### src/rtl/inst_cmd_fetch.sv
// -----------------------------------------------------------------------------
// inst_cmd_fetch
//
// Reader end of the asynchronous instruction BRAM. Walks the command list the
// processor leaves in the BRAM, decodes each header word and turns the command
// into one or more command-stream beats for the graphics pipeline.
//
// Header encoding:
//   bit31 = 1 : payload command, op = hdr[7:0], nargs = hdr[15:8]
//   bit31 = 0 : immediate command (no args), op = hdr[7:0], imm = hdr[15:8]
//   hdr   = 0 : end of list
//
// Ports:
//   clk, rst                 clock, asynchronous active-low reset
//   start, base_addr         one-cycle start pulse and word index of first header
//   addr1 / read0            header read port (addr1 = pc)
//   addr2 / read1..read4     argument burst port (addr2 = argptr, read1 = mem[addr2])
//   cmd_valid / cmd_ready    output beat handshake
//   cmd_op, cmd_imm          opcode and immediate (imm is 0 for payload commands)
//   cmd_nargs                total argument count of the command
//   cmd_data0..cmd_data3     argument lanes, data0 = lowest address
//   cmd_mask                 lane valid mask, bit0 = data0
//   cmd_first, cmd_last      first / last beat of the command
//   busy, done, error        status
// -----------------------------------------------------------------------------
module inst_cmd_fetch #(
   parameter int unsigned MEM_DEPTH = 50,
   parameter int unsigned PC_W      = 32
) (
   input  logic            clk,
   input  logic            rst,
   input  logic            start,
   input  logic [PC_W-1:0] base_addr,
   output logic [PC_W-1:0] addr1,
   output logic [PC_W-1:0] addr2,
   input  logic [31:0]     read0,
   input  logic [31:0]     read1,
   input  logic [31:0]     read2,
   input  logic [31:0]     read3,
   input  logic [31:0]     read4,
   output logic            cmd_valid,
   input  logic            cmd_ready,
   output logic [7:0]      cmd_op,
   output logic [7:0]      cmd_imm,
   output logic [7:0]      cmd_nargs,
   output logic [31:0]     cmd_data0,
   output logic [31:0]     cmd_data1,
   output logic [31:0]     cmd_data2,
   output logic [31:0]     cmd_data3,
   output logic [3:0]      cmd_mask,
   output logic            cmd_first,
   output logic            cmd_last,
   output logic            busy,
   output logic            done,
   output logic            error
);

   localparam logic [2:0] StIdle = 3'd0;
   localparam logic [2:0] StHdr  = 3'd1;
   localparam logic [2:0] StArgs = 3'd2;
   localparam logic [2:0] StDone = 3'd3;
   localparam logic [2:0] StErr  = 3'd4;

   localparam logic [PC_W-1:0] DepthPc  = PC_W'(MEM_DEPTH);
   // One extra bit so pc + nargs can never wrap before the bounds compare.
   localparam logic [PC_W:0]   DepthExt = (PC_W+1)'(MEM_DEPTH);

   // ---------------------------------------------------------------------------
   // State
   // ---------------------------------------------------------------------------
   logic [2:0]      state_q, state_d;
   logic [PC_W-1:0] pc_q, pc_d;
   logic [PC_W-1:0] argptr_q, argptr_d;
   logic [7:0]      remain_q, remain_d;
   logic [7:0]      op_q, op_d;
   logic [7:0]      nargs_q, nargs_d;
   logic            first_pend_q, first_pend_d;

   // Output beat register
   logic             valid_q, valid_d;
   logic [7:0]       beat_op_q, beat_op_d;
   logic [7:0]       beat_imm_q, beat_imm_d;
   logic [7:0]       beat_nargs_q, beat_nargs_d;
   logic [3:0][31:0] beat_data_q, beat_data_d;
   logic [3:0]       beat_mask_q, beat_mask_d;
   logic             beat_first_q, beat_first_d;
   logic             beat_last_q, beat_last_d;

   // ---------------------------------------------------------------------------
   // Header decode
   // ---------------------------------------------------------------------------
   logic            hdr_zero;
   logic            hdr_payload;
   logic [7:0]      hdr_op;
   logic [7:0]      hdr_hi;
   logic [PC_W:0]   hdr_end;
   logic            hdr_bad;
   logic            pc_oob;
   logic            slot_free;
   logic            unused_hdr;

   assign hdr_zero    = (read0 == 32'd0);
   assign hdr_payload = read0[31];
   assign hdr_op      = read0[7:0];
   assign hdr_hi      = read0[15:8];
   assign unused_hdr  = ^read0[30:16];

   // Index of the last argument word; it must still be inside the BRAM.
   assign hdr_end = {1'b0, pc_q} + (PC_W+1)'(hdr_hi);
   assign hdr_bad = (hdr_hi == 8'd0) || (hdr_end >= DepthExt);
   assign pc_oob  = (pc_q >= DepthPc);

   // The beat register may be overwritten when empty or being accepted now.
   assign slot_free = !valid_q || cmd_ready;

   // ---------------------------------------------------------------------------
   // Argument lanes
   // ---------------------------------------------------------------------------
   logic [3:0]       arg_mask;
   logic [3:0][31:0] arg_words;
   logic [3:0][31:0] arg_data;
   logic             arg_last;

   always_comb begin
      arg_mask = 4'b1111;
      if (remain_q < 8'd4) begin
         unique case (remain_q[1:0])
            2'd1:    arg_mask = 4'b0001;
            2'd2:    arg_mask = 4'b0011;
            2'd3:    arg_mask = 4'b0111;
            default: arg_mask = 4'b0000;
         endcase
      end
   end

   always_comb begin
      arg_words[0] = read1;
      arg_words[1] = read2;
      arg_words[2] = read3;
      arg_words[3] = read4;
      // Lanes past the end of the command may read beyond the list; zero them.
      for (int i = 0; i < 4; i++) begin
         arg_data[i] = arg_mask[i] ? arg_words[i] : 32'd0;
      end
   end

   assign arg_last = (remain_q <= 8'd4);

   // ---------------------------------------------------------------------------
   // Next-state logic
   // ---------------------------------------------------------------------------
   always_comb begin
      state_d      = state_q;
      pc_d         = pc_q;
      argptr_d     = argptr_q;
      remain_d     = remain_q;
      op_d         = op_q;
      nargs_d      = nargs_q;
      first_pend_d = first_pend_q;

      valid_d      = valid_q;
      beat_op_d    = beat_op_q;
      beat_imm_d   = beat_imm_q;
      beat_nargs_d = beat_nargs_q;
      beat_data_d  = beat_data_q;
      beat_mask_d  = beat_mask_q;
      beat_first_d = beat_first_q;
      beat_last_d  = beat_last_q;

      // Beat accepted (or slot already empty): drop valid unless reloaded below.
      if (slot_free) begin
         valid_d = 1'b0;
      end

      case (state_q)
         StIdle, StDone, StErr: begin
            if (start) begin
               pc_d    = base_addr;
               state_d = StHdr;
            end
         end

         StHdr: begin
            if (pc_oob) begin
               state_d = StErr;
            end else if (hdr_zero) begin
               state_d = StDone;
            end else if (!hdr_payload) begin
               if (slot_free) begin
                  valid_d      = 1'b1;
                  beat_op_d    = hdr_op;
                  beat_imm_d   = hdr_hi;
                  beat_nargs_d = 8'd0;
                  beat_data_d  = '0;
                  beat_mask_d  = 4'b0000;
                  beat_first_d = 1'b1;
                  beat_last_d  = 1'b1;
                  pc_d         = pc_q + PC_W'(1);
               end
            end else if (hdr_bad) begin
               state_d = StErr;
            end else begin
               // Latch the header; argument fetch does not need the slot yet.
               op_d         = hdr_op;
               nargs_d      = hdr_hi;
               argptr_d     = pc_q + PC_W'(1);
               remain_d     = hdr_hi;
               first_pend_d = 1'b1;
               state_d      = StArgs;
            end
         end

         StArgs: begin
            if (slot_free) begin
               valid_d      = 1'b1;
               beat_op_d    = op_q;
               beat_imm_d   = 8'd0;
               beat_nargs_d = nargs_q;
               beat_data_d  = arg_data;
               beat_mask_d  = arg_mask;
               beat_first_d = first_pend_q;
               beat_last_d  = arg_last;
               argptr_d     = argptr_q + PC_W'(4);
               remain_d     = remain_q - 8'd4;
               first_pend_d = 1'b0;
               if (arg_last) begin
                  pc_d    = pc_q + PC_W'(1) + PC_W'(nargs_q);
                  state_d = StHdr;
               end
            end
         end

         default: begin
            state_d = StIdle;
         end
      endcase
   end

   // ---------------------------------------------------------------------------
   // Registers
   // ---------------------------------------------------------------------------
   always_ff @(posedge clk or negedge rst) begin
      if (!rst) begin
         state_q      <= StIdle;
         pc_q         <= '0;
         argptr_q     <= '0;
         remain_q     <= 8'd0;
         op_q         <= 8'd0;
         nargs_q      <= 8'd0;
         first_pend_q <= 1'b0;
      end else begin
         state_q      <= state_d;
         pc_q         <= pc_d;
         argptr_q     <= argptr_d;
         remain_q     <= remain_d;
         op_q         <= op_d;
         nargs_q      <= nargs_d;
         first_pend_q <= first_pend_d;
      end
   end

   always_ff @(posedge clk or negedge rst) begin
      if (!rst) begin
         valid_q      <= 1'b0;
         beat_op_q    <= 8'd0;
         beat_imm_q   <= 8'd0;
         beat_nargs_q <= 8'd0;
         beat_data_q  <= '0;
         beat_mask_q  <= 4'b0000;
         beat_first_q <= 1'b0;
         beat_last_q  <= 1'b0;
      end else begin
         valid_q      <= valid_d;
         beat_op_q    <= beat_op_d;
         beat_imm_q   <= beat_imm_d;
         beat_nargs_q <= beat_nargs_d;
         beat_data_q  <= beat_data_d;
         beat_mask_q  <= beat_mask_d;
         beat_first_q <= beat_first_d;
         beat_last_q  <= beat_last_d;
      end
   end

   // ---------------------------------------------------------------------------
   // Outputs
   // ---------------------------------------------------------------------------
   assign addr1     = pc_q;
   assign addr2     = argptr_q;

   assign cmd_valid = valid_q;
   assign cmd_op    = beat_op_q;
   assign cmd_imm   = beat_imm_q;
   assign cmd_nargs = beat_nargs_q;
   assign cmd_data0 = beat_data_q[0];
   assign cmd_data1 = beat_data_q[1];
   assign cmd_data2 = beat_data_q[2];
   assign cmd_data3 = beat_data_q[3];
   assign cmd_mask  = beat_mask_q;
   assign cmd_first = beat_first_q;
   assign cmd_last  = beat_last_q;

   assign busy  = (state_q == StHdr) || (state_q == StArgs);
   // Completion is only reported once the final beat has left the register.
   assign done  = (state_q == StDone) && !valid_q;
   assign error = (state_q == StErr);

endmodule

### config.mk
export PLATFORM = sky130hd
export DESIGN_NAME = inst_cmd_fetch
export DESIGN_NICKNAME = d
export VERILOG_FILES = /design/src/rtl/inst_cmd_fetch.sv
export SDC_FILE = /design/constraint.sdc
export NUM_CORES = 1
export LEC_CHECK = 0
export ABC_AREA = 1
export CAP_MARGIN = 20
export CORE_ASPECT_RATIO = 1.25
export CORE_MARGIN = 2
export CORE_UTILIZATION = 49
export CTS_BUF_LIST = sky130_fd_sc_hd__clkbuf_16
export DETAILED_ROUTE_END_ITERATION = 10
export PLACE_DENSITY = 0.81
export SYNTH_ARGS = -nofsm -noshare
export SYNTH_HDL_FRONTEND = slang
export SYNTH_SLANG_ARGS = --single-unit
### constraint.sdc
create_clock -name clk -period 3.4 [get_ports clk]
set_input_delay 0.68 -clock clk [delete_from_list [all_inputs] [get_ports clk]]
set_output_delay 0.68 -clock clk [all_outputs]
set_load 0.01 [all_outputs]
==> results of run 1 <==
[routing by layer]
| layer | vias up | part of all wire [%] |
|---|---|---|
| li1 | 8078 | - |
| met1 | 8091 | 34 |
| met2 | 937 | 48 |
| met3 | 287 | 9.0 |
| met4 | 12 | 9.0 |
| met5 | - | 0.13 |
[state kept, by name, summed over array words and instances, names as in the netlist, 3 cells and up]
register / flops
cmd_op: 8
cmd_nargs: 8
cmd_data1: 32
cmd_mask: 4
state_q: 3
cmd_data0: 32
cmd_imm: 8
nargs_q: 8
op_q: 8
remain_q: 8
cmd_data2: 32
addr1: 32
cmd_data3: 32
addr2: 32
[worst paths after layout]
path / slack (ns) / start / depth (start not counted) / endpoint
max: 0.11 / addr1[2]$_DFFE_PN0P_ / 17 / addr1[28]$_DFFE_PN0P_
min: 0.11 / rst / 1 / cmd_data2[10]$_DFFE_PN0P_
max reg2reg: 0.11 / addr1[2]$_DFFE_PN0P_ / 17 / addr1[28]$_DFFE_PN0P_
min reg2reg: 0.47 / op_q[2]$_DFFE_PN0P_ / 2 / op_q[2]$_DFFE_PN0P_
max in group asynchronous: 2.39 / rst / 2 / addr1[0]$_DFFE_PN0P_
min in group clk: 0.47 / op_q[2]$_DFFE_PN0P_ / 2 / op_q[2]$_DFFE_PN0P_
[synth_stat cells (all sizes together) (3+ instances only)]
| cell | n | area, um^2 |
|---|---|---|
| nand3b | 6 | 45.04 |
| xor2 | 36 | 322.8 |
| nor3b | 3 | 22.52 |
| nand4 | 56 | 350.3 |
| inv | 161 | 604.3 |
| a21oi | 60 | 300.3 |
| ha | 21 | 262.8 |
| xnor2 | 13 | 113.9 |
| clkbuf | 42 | 158.9 |
| nor4 | 8 | 50.05 |
| nand2 | 843 | 3189 |
| a22oi | 12 | 90.09 |
| o211ai | 4 | 30.03 |
| nor2 | 183 | 767.0 |
| nor3 | 21 | 126.4 |
| or2 | 15 | 93.84 |
| buf | 48 | 276.5 |
| o21ai | 86 | 430.4 |
| nand3 | 288 | 1469 |
| dfrtp | 251 | 6281 |
[final cells by class]
cell class	instances	area (um^2)	area share, %
tap	401	501.7	2.313
antenna	23	57.56	0.2653
multi-input combinational	1672	7929	36.55
clock inverter	19	152.6	0.7036
clock buffer	26	650.6	2.999
sequential	251	6287	28.98
timing repair buffer	568	5499	25.35
inverter	163	616.8	2.843
[cell families (layout without fill, tap and decap cells)]
| logic type | after synthesis | count (layout) | share of synthesized area (%) |
|---|---|---|---|
| AO/OA/AOI/OAI | 172 | 172 | 6.096 |
| flip-flops | 251 | 251 | 41.53 |
| adder cells (fa/ha/maj) | 23 | 23 | 2.002 |
| AND/OR/NAND/NOR | 1425 | 1427 | 40.50 |
| other | 0 | 23 | 0 |
| XOR/XNOR | 49 | 49 | 2.887 |
| buffers and inverters | 253 | 776 | 6.924 |
| multiplexers | 1 | 1 | 0.06618 |
[power breakdown]
group          internal, uW  switching [uW]
clock network          1540            1220
logic                  2490            3930
registers              3310             636
total                  7340            5790
[timing repair]
action | 4_1_cts | 5_1_grt
cloned | 0 | 5
buffers inserted | 0 | 1
setup endpoints to repair | 3 | 62
resized for setup | 1 | 26
pin swaps | 0 | 5
[metrics by stage]
stage                     hold slack [ns]  setup WS (ns)
after floorplan                    0.3844         0.4613
after global placement             0.4486        -0.4350
final                              0.1111         0.1063
after detailed placement           0.4533        -0.4714
after CTS                          0.1496        0.01382
after global routing               0.1810       -0.01022
[worst max-delay path, cell delays in order, from the launching register on]
cell and delay [ns]:
dfrtp_2 0.46, inv_2 0.06, nor2_2 0.21, nand2_1 0.19, xor2_2 0.30, inv_1 0.09
ha_1 0.33, nand2_1 0.08, o21a_1 0.19, nand2_1 0.12, nand3_1 0.12, nor2_2 0.17
nand3_1 0.18, nor2_4 0.19, nand2_1 0.07, nand2_1 0.05, nand3_1 0.17, a21oi_1 0.20
==> impl_metrics.csv, run 1 <==
group,metric,value,unit
die,ioPinCount,422,
finish,finalInstanceArea,21690,um^2
synth,syn_avg_cell_area,6.958,um^2
global_routing,track_usage,38.97,%
global_routing,busiest_layer,"met2",
timing,slew_headroom,47.73,%
clock_tree,cts.htree.levels,1,
detailed_routing,via_per_inst,5.573,
place,dp_hpwl,50220,um
clock_tree,holdBufCountCts,0,
clock_tree,cts.sinks,251,
place,dpl.cell_count,3049,
timing,max_freq,303.6,MHz
timing,setup_viol,0,
clock_tree,cts_buffer_depth,3,
outcome,run_status,"complete, no violations",
clock_tree,clkTransAtPathRegs,0.07,ns
run,cap_violations,0,
synth,syn_area,15130,um^2
place,numPortBuffers,421,
clock_tree,cts-root-buf,"clkbuf_16",
detailed_routing,routedWlPerCell,20.85,um
finish,utilization,71.83,%
power_and_ir_drop,total_power,13130,uW
synth,synth_edf_count,0,
detailed_routing,drc,0,
setup_path,crit_arrival,3.76,ns
global_routing,grt_max_degree,99,
synth,yosys_warnings,0,
finish,fillCellCount,2435,
setup_path,start_kind,"flop",
hold_path,hold_path.class,"in2async",
synth,synthArstFlopShare,100.0,%
detailed_routing,firstDrtPassIters,6,
timing,worst_pin_slew,0.7841,ns
clock_tree,numCtsBuffers,26,
die,die_w,161.1,um
synth,synth_nets,2393,
power_and_ir_drop,ir_drop,0.0005470,V
detailed_routing,drt_iter0_drc,1712,
setup_path,crit_required,3.87,ns
timing,drv_slew,0,
synth,ys.flop_type,"dfrtp_1",
timing,fin_skew,0.03561,ns
timing,hold_viol,0,
place,placed_area,20640,um^2
synth,ys_types,48,
detailed_routing,ant_nets,0,
global_routing,grt_pass1_vias,17030,
finish,instances_no_fill,3123,
global_routing,use_met2,66.28,%
setup_path,cp_max_fo,5,
finish,drive_above_1_share,9.856,%
clock_tree,clk_latency,0.57,ns
die,core_area,30200,um^2
detailed_routing,wirelength,65110,um
global_routing,antenna_found_initial,27,
die,dieArea,32300,um^2
finish,final_common_cell,"nand2_1",
global_routing,grt.overflow.total,0,
place,routabilityCongestion,1.056,
timing,tns,0,ns
global_routing,gr-usage-met1,41.63,%
die,rows,71,
die,fp.dieH,200.4,um
detailed_routing,vias,17410,
timing,grt_setup_unrepaired,"true",
power_and_ir_drop,p_leak,0.01065,uW
timing,period_minus_slack,3.294,ns
global_routing,grt_first_pass_wirelength,96990,um
timing,final.period_utilization,96.87,%
synth,ys_ff_latch,251,
synth,synthCells,2174,
setup_path,path_class,"reg2reg",
die,start_util,50.08,%
finish,num-nets-final,2901,
setup_path,cp-end-kind,"flop",
global_routing,grtUsageMet3,9.112,%
power_and_ir_drop,power_density,605.3,nW/um^2
clock_tree,cts_tree,"yes",
finish,syn2layout_area_growth,43.43,%
synth,ys_seq_area_share,41.53,%
finish,mostFrequentLayoutCells,"833 x nand2_1, 420 x clkdlybuf4s50_1, 283 x nand3_1",
(Power assumes the default switching activity.)
==> run 2: changes to the inputs <==
- CORE_MARGIN: 2 -> not set
- TNS_END_PERCENT: not set -> 30
==> impl_metrics.csv, run 2 (same netlist as run 1, synthesis figures left out) <==
group,metric,value,unit
power_and_ir_drop,p_seq_share,28.9,%
power_and_ir_drop,ir_drop,0.0004996,V
timing,hold_viol,0,
timing,fin_skew,0.02015,ns
finish,syn2layout_area_growth,46.33,%
clock_tree,cts.sinks,251,
setup_path,cp-end-kind,"flop",
detailed_routing,via_per_inst,5.648,
power_and_ir_drop,total_power,13590,uW
die,ioPinCount,422,
clock_tree,cts_tree,"yes",
clock_tree,cts-root-buf,"clkbuf_16",
timing,setup_viol,0,
global_routing,antenna_found_initial,23,
timing,slew_headroom,46.99,%
setup_path,start_kind,"flop",
clock_tree,cts_buffer_depth,3,
timing,worst_pin_slew,0.7952,ns
timing,final.period_utilization,95.63,%
die,die_w,159.1,um
setup_path,cp_top_family,"simple AND/OR/NAND/NOR gates",
clock_tree,cts_setup_buffers,0,
power_and_ir_drop,p_int,7659,uW
setup_path,path_buf_inv,3,
die,start_util,50.08,%
setup_path,slowest_delay,0.52,ns
finish,num-nets-final,2936,
place,dpl_worst_slack,-0.5094,ns
global_routing,grt.overflow.total,0,
clock_tree,numCtsBuffers,26,
detailed_routing,vias,17820,
clock_tree,clkTransAtPathRegs,0.07,ns
die,dieArea,31580,um^2
finish,drive_above_1_share,11.24,%
setup_path,crit_arrival,3.68,ns
die,core_area,30200,um^2
place,numPortBuffers,421,
die,rows,71,
power_and_ir_drop,combPwrFrac,50.7,%
finish,mostFrequentLayoutCells,"828 x nand2_1, 419 x clkdlybuf4s50_1, 281 x nand3_1",
detailed_routing,ant_nets,0,
setup_path,cp_max_fo,11,
setup_path,crit_chain,"buf_4 -> inv_1 -> nand4_1 -> nor3_1 -> nand3_1 -> nand2_1 -> nand3_1 -> nor2_4 -> buf_12 -> nand4_1 -> nand2_1 -> nand2_1",
detailed_routing,drt_iter0_drc,1759,
timing,max_freq,307.6,MHz
die,fp.dieH,198.4,um
place,routabilityCongestion,1.071,
power_and_ir_drop,clockPowerShare,20.5,%
power_and_ir_drop,switching_share,43.63,%
timing,period_minus_slack,3.251,ns
run,cap_violations,0,
global_routing,grt_max_degree,94,
clock_tree,cts.htree.levels,1,
setup_path,slowest_stage,"nor2_4",
clock_tree,clk_latency,0.55,ns
setup_path,path_class,"reg2reg",
power_and_ir_drop,switchingPower,5928,uW
setup_path,crit_top_cell,"nand2_1",
clock_tree,holdBufCountCts,0,
timing,tns,0,ns
detailed_routing,drc,0,
global_routing,track_usage,40.65,%
timing,drv_slew,0,
finish,finalInstanceArea,22130,um^2
hold_path,hold_path.class,"in2async",
global_routing,grt_first_pass_wirelength,97840,um
global_routing,grt_pass1_vias,17380,
finish,final_common_cell,"nand2_1",
place,placed_area,20950,um^2
detailed_routing,routedWlPerCell,21.17,um
detailed_routing,firstDrtPassIters,6,
power_and_ir_drop,p_leak,0.01083,uW
finish,utilization,73.28,%
detailed_routing,wirelength,66800,um
outcome,run_status,"complete, no violations",
timing,setup_ws,0.1487,ns
power_and_ir_drop,power_density,613.8,nW/um^2
place,dp_hpwl,51520,um
setup_path,crit_required,3.82,ns
## run 2: layout make-up
class | count | area, um^2
Multi-Input combinational cell | 1675 | 8036
Timing Repair Buffer | 600 | 5844
Inverter | 163 | 616.8
Clock inverter | 16 | 120.1
Clock buffer | 27 | 675.6
Tap cell | 401 | 501.7
Fill cell | 2355 | 8070
Sequential cell | 251 | 6284
Antenna cell | 22 | 55.05
## run 2: per-stage QoR
step                hold WS (ns)  cells
floorplan                 0.3844   2174
global placement          0.4490   3080
detailed placement        0.4546   3080
CTS                       0.2030   3123
global route              0.2198   3143
finish                    0.1571   3155
## run 2: what timing repair did
item | in CTS | in global routing
endpoints found under the setup margin | 1 | 72
gates resized for setup | 1 | 41
cloned | 0 | 9
pin swaps | 0 | 5
## run 2: worst paths after layout
check | start | to | slack (ns) | depth (start not counted)
min in group clk | op_q[2]$_DFFE_PN0P_ | op_q[2]$_DFFE_PN0P_ | 0.47 | 2
hold / removal | rst | addr1[4]$_DFFE_PN0P_ | 0.16 | 1
max in group asynchronous | rst | cmd_data3[14]$_DFFE_PN0P_ | 2.40 | 2
hold reg to reg | op_q[2]$_DFFE_PN0P_ | op_q[2]$_DFFE_PN0P_ | 0.47 | 2
setup / recovery | addr1[14]$_DFFE_PN0P_ | addr2[1]$_DFFE_PN0P_ | 0.15 | 12
setup reg to reg | addr1[14]$_DFFE_PN0P_ | addr2[1]$_DFFE_PN0P_ | 0.15 | 12
## run 2: power groups by stage
stage                     clock (uW)  sequential [uW]  combinational, uW
final                           2780             3920               6890
after global routing            2900             3920               7400
after CTS                       2790             3890               6660
after detailed placement           0             3940               6610
after global placement             0             3930               6520
after floorplan                    0             3810               3190
## run 2: layer usage
metal	wire length (um)	global-route usage [%]	part of all wire, %
met1	22280	41.78	33
met2	32680	71.67	49
met3	6064	9.925	9.1
met4	5738	31.37	8.6
met5	43	0	0.064
==> run 3: changes to the inputs <==
- CAP_MARGIN: 20 -> not set
- PLACE_DENSITY: 0.81 -> not set
- PLACE_DENSITY_LB_ADDON: not set -> 0.08
==> impl_metrics.csv, run 3 (same netlist as run 1, synthesis figures left out) <==
group,metric,value,unit
setup_path,timing.rr.start,"addr1[0]$_DFFE_PN0P_",
timing,setup_viol,0,
finish,final_common_cell,"nand2_1",
global_routing,track_usage,37.88,%
timing,final.period_utilization,93.80,%
timing,worst_pin_slew,1.099,ns
die,fp.dieH,198.4,um
setup_path,crit_top_cell,"nand2_1",
finish,mostFrequentLayoutCells,"835 x nand2_1, 420 x clkdlybuf4s50_1, 284 x nand3_1",
timing,setup_ws,0.2107,ns
detailed_routing,routed.top_layer,"met5",
place,numPortBuffers,421,
timing,grt_setup_unrepaired,"false",
finish,syn2layout_area_growth,43.20,%
die,rows,71,
clock_tree,cts.htree.levels,1,
clock_tree,numCtsBuffers,26,
timing,slew_headroom,26.57,%
power_and_ir_drop,p_leak,0.01067,uW
clock_tree,cts_buffer_depth,3,
detailed_routing,via_per_inst,5.485,
clock_tree,clk_latency,0.56,ns
global_routing,grt_max_degree,92,
setup_path,startpoint,"addr1[0]$_DFFE_PN0P_",
global_routing,grt.overflow.total,0,
global_routing,grt_first_pass_wirelength,92190,um
setup_path,path_class,"reg2reg",
clock_tree,cts.sinks,251,
place,routabilityCongestion,1.066,
die,start_util,50.08,%
setup_path,crit_arrival,3.69,ns
clock_tree,clkTransAtPathRegs,0.07,ns
setup_path,cp-end-kind,"flop",
setup_path,cp_max_fo,7,
setup_path,crit_required,3.90,ns
run,cap_violations,0,
die,ioPinCount,422,
setup_path,crit_chain,"ha_1 -> inv_2 -> nor2_4 -> or2_2 -> nand2_1 -> inv_1 -> ha_4 -> inv_1 -> nor3_1 -> nand2_1 -> o211ai_1 -> a21oi_1 -> inv_1 -> nand3_2 -> nor2_4 -> nand2_1 -> nand2_1 -> nand3_1 -> a21oi_2",
die,die_w,159.1,um
timing,fin_skew,0.03147,ns
timing,tns,0,ns
detailed_routing,vias,17090,
finish,num-nets-final,2906,
power_and_ir_drop,power_density,612.0,nW/um^2
timing,max_freq,313.6,MHz
finish,fillCellCount,2474,
detailed_routing,routedWlPerCell,19.55,um
clock_tree,cts-root-buf,"clkbuf_16",
power_and_ir_drop,ir_drop,0.0005138,V
detailed_routing,ant_nets,0,
die,dieArea,31580,um^2
clock_tree,cts_tree,"yes",
detailed_routing,wirelength_met1,21910,um
clock_tree,holdBufCountCts,0,
detailed_routing,route.met3.wl,4322,um
detailed_routing,firstDrtPassIters,6,
detailed_routing,drt_iter0_drc,1647,
finish,finalInstanceArea,21660,um^2
place,dp_hpwl,47540,um
detailed_routing,wl_met2,30140,um
global_routing,antenna_found_initial,11,
hold_path,hold_path.class,"in2async",
outcome,run_status,"complete, no violations",
timing,holdWs,0.1350,ns
timing,period_minus_slack,3.189,ns
finish,utilization,71.71,%
setup_path,path_buf_inv,4,
finish,multi_input_area,7869,um^2
timing,hold_viol,0,
setup_path,slowest_stage,"dfrtp_1",
setup_path,cp_top_family,"simple AND/OR/NAND/NOR gates",
place,dpl_worst_slack,-0.3736,ns
finish,regArea,6281,um^2
timing,drv_slew,0,
die,core_area,30200,um^2
detailed_routing,wirelength,60910,um
finish,drive_above_1_share,9.752,%
detailed_routing,drc,0,
setup_path,slowest_delay,0.41,ns
global_routing,grt_pass1_vias,16290,
place,placed_area,20740,um^2
setup_path,start_kind,"flop",
run 3: cell types whose count changed in the layout (fill, tap and decap cells not counted), moves of 6 or more:
cell	before	now
diode_2	22	8
nand2_2	13	6
nand2_8	6	0
nand2_1	828	835
buf_4	156	140
run 3: per-layer routing:
layer | vias up | GRT usage, %
met5 | - | 0
met4 | 6 | 25.61
met3 | 225 | 7.235
met2 | 809 | 66.80
met1 | 7991 | 41.62
li1 | 8061 | -
run 3: path summary, 6_finish.rpt:
kind	slack (ns)	cells after the start	end
min reg2reg	0.47	2	op_q[7]$_DFFE_PN0P_
max in group asynchronous	2.38	2	cmd_data0[0]$_DFFE_PN0P_
max reg2reg	0.21	19	addr1[31]$_DFFE_PN0P_
min	0.14	1	cmd_data2[5]$_DFFE_PN0P_
min in group clk	0.47	2	op_q[7]$_DFFE_PN0P_
max	0.21	19	addr1[31]$_DFFE_PN0P_
run 3: final cells by class:
type | instances | share of cell area [%]
repair buffers | 575 | 25.62
clock inverters | 22 | 0.7914
clock buffers | 26 | 3.004
inverters | 163 | 2.848
flip-flops and latches | 251 | 29.00
multi-input cells | 1670 | 36.33
well taps | 401 | 2.316
diodes | 8 | 0.09242
run 3: per-stage QoR:
step | total power [uW] | cells
after CTS | 13140 | 3105
final | 13260 | 3116
after detailed placement | 10320 | 3057
after global placement | 10270 | 3057
after floorplan | 6992 | 2174
after global routing | 13940 | 3116
run 3: power breakdown:
part           internal (uW)  switching (uW)  total (uW)
logic                   2650            3960        6610
clock network           1550            1230        2780
registers               3310             557        3860
total                   7500            5760       13300
run 3: worst reg2reg max path, cell delays in order (launching register included):
cell	delay [ns]
dfrtp_1	0.41
ha_1	0.28
inv_2	0.12
nor2_4	0.05
or2_2	0.27
nand2_1	0.08
inv_1	0.07
ha_4	0.29
inv_1	0.04
nor3_1	0.15
nand2_1	0.07
o211ai_1	0.15
a21oi_1	0.15
inv_1	0.14
nand3_2	0.17
nor2_4	0.22
nand2_1	0.07
nand2_1	0.06
nand3_1	0.16
a21oi_2	0.20
run 3: repair_timing:
action,CTS,global route
gates resized for setup,0,13
setup buffers,0,3
setup endpoints to repair,0,51
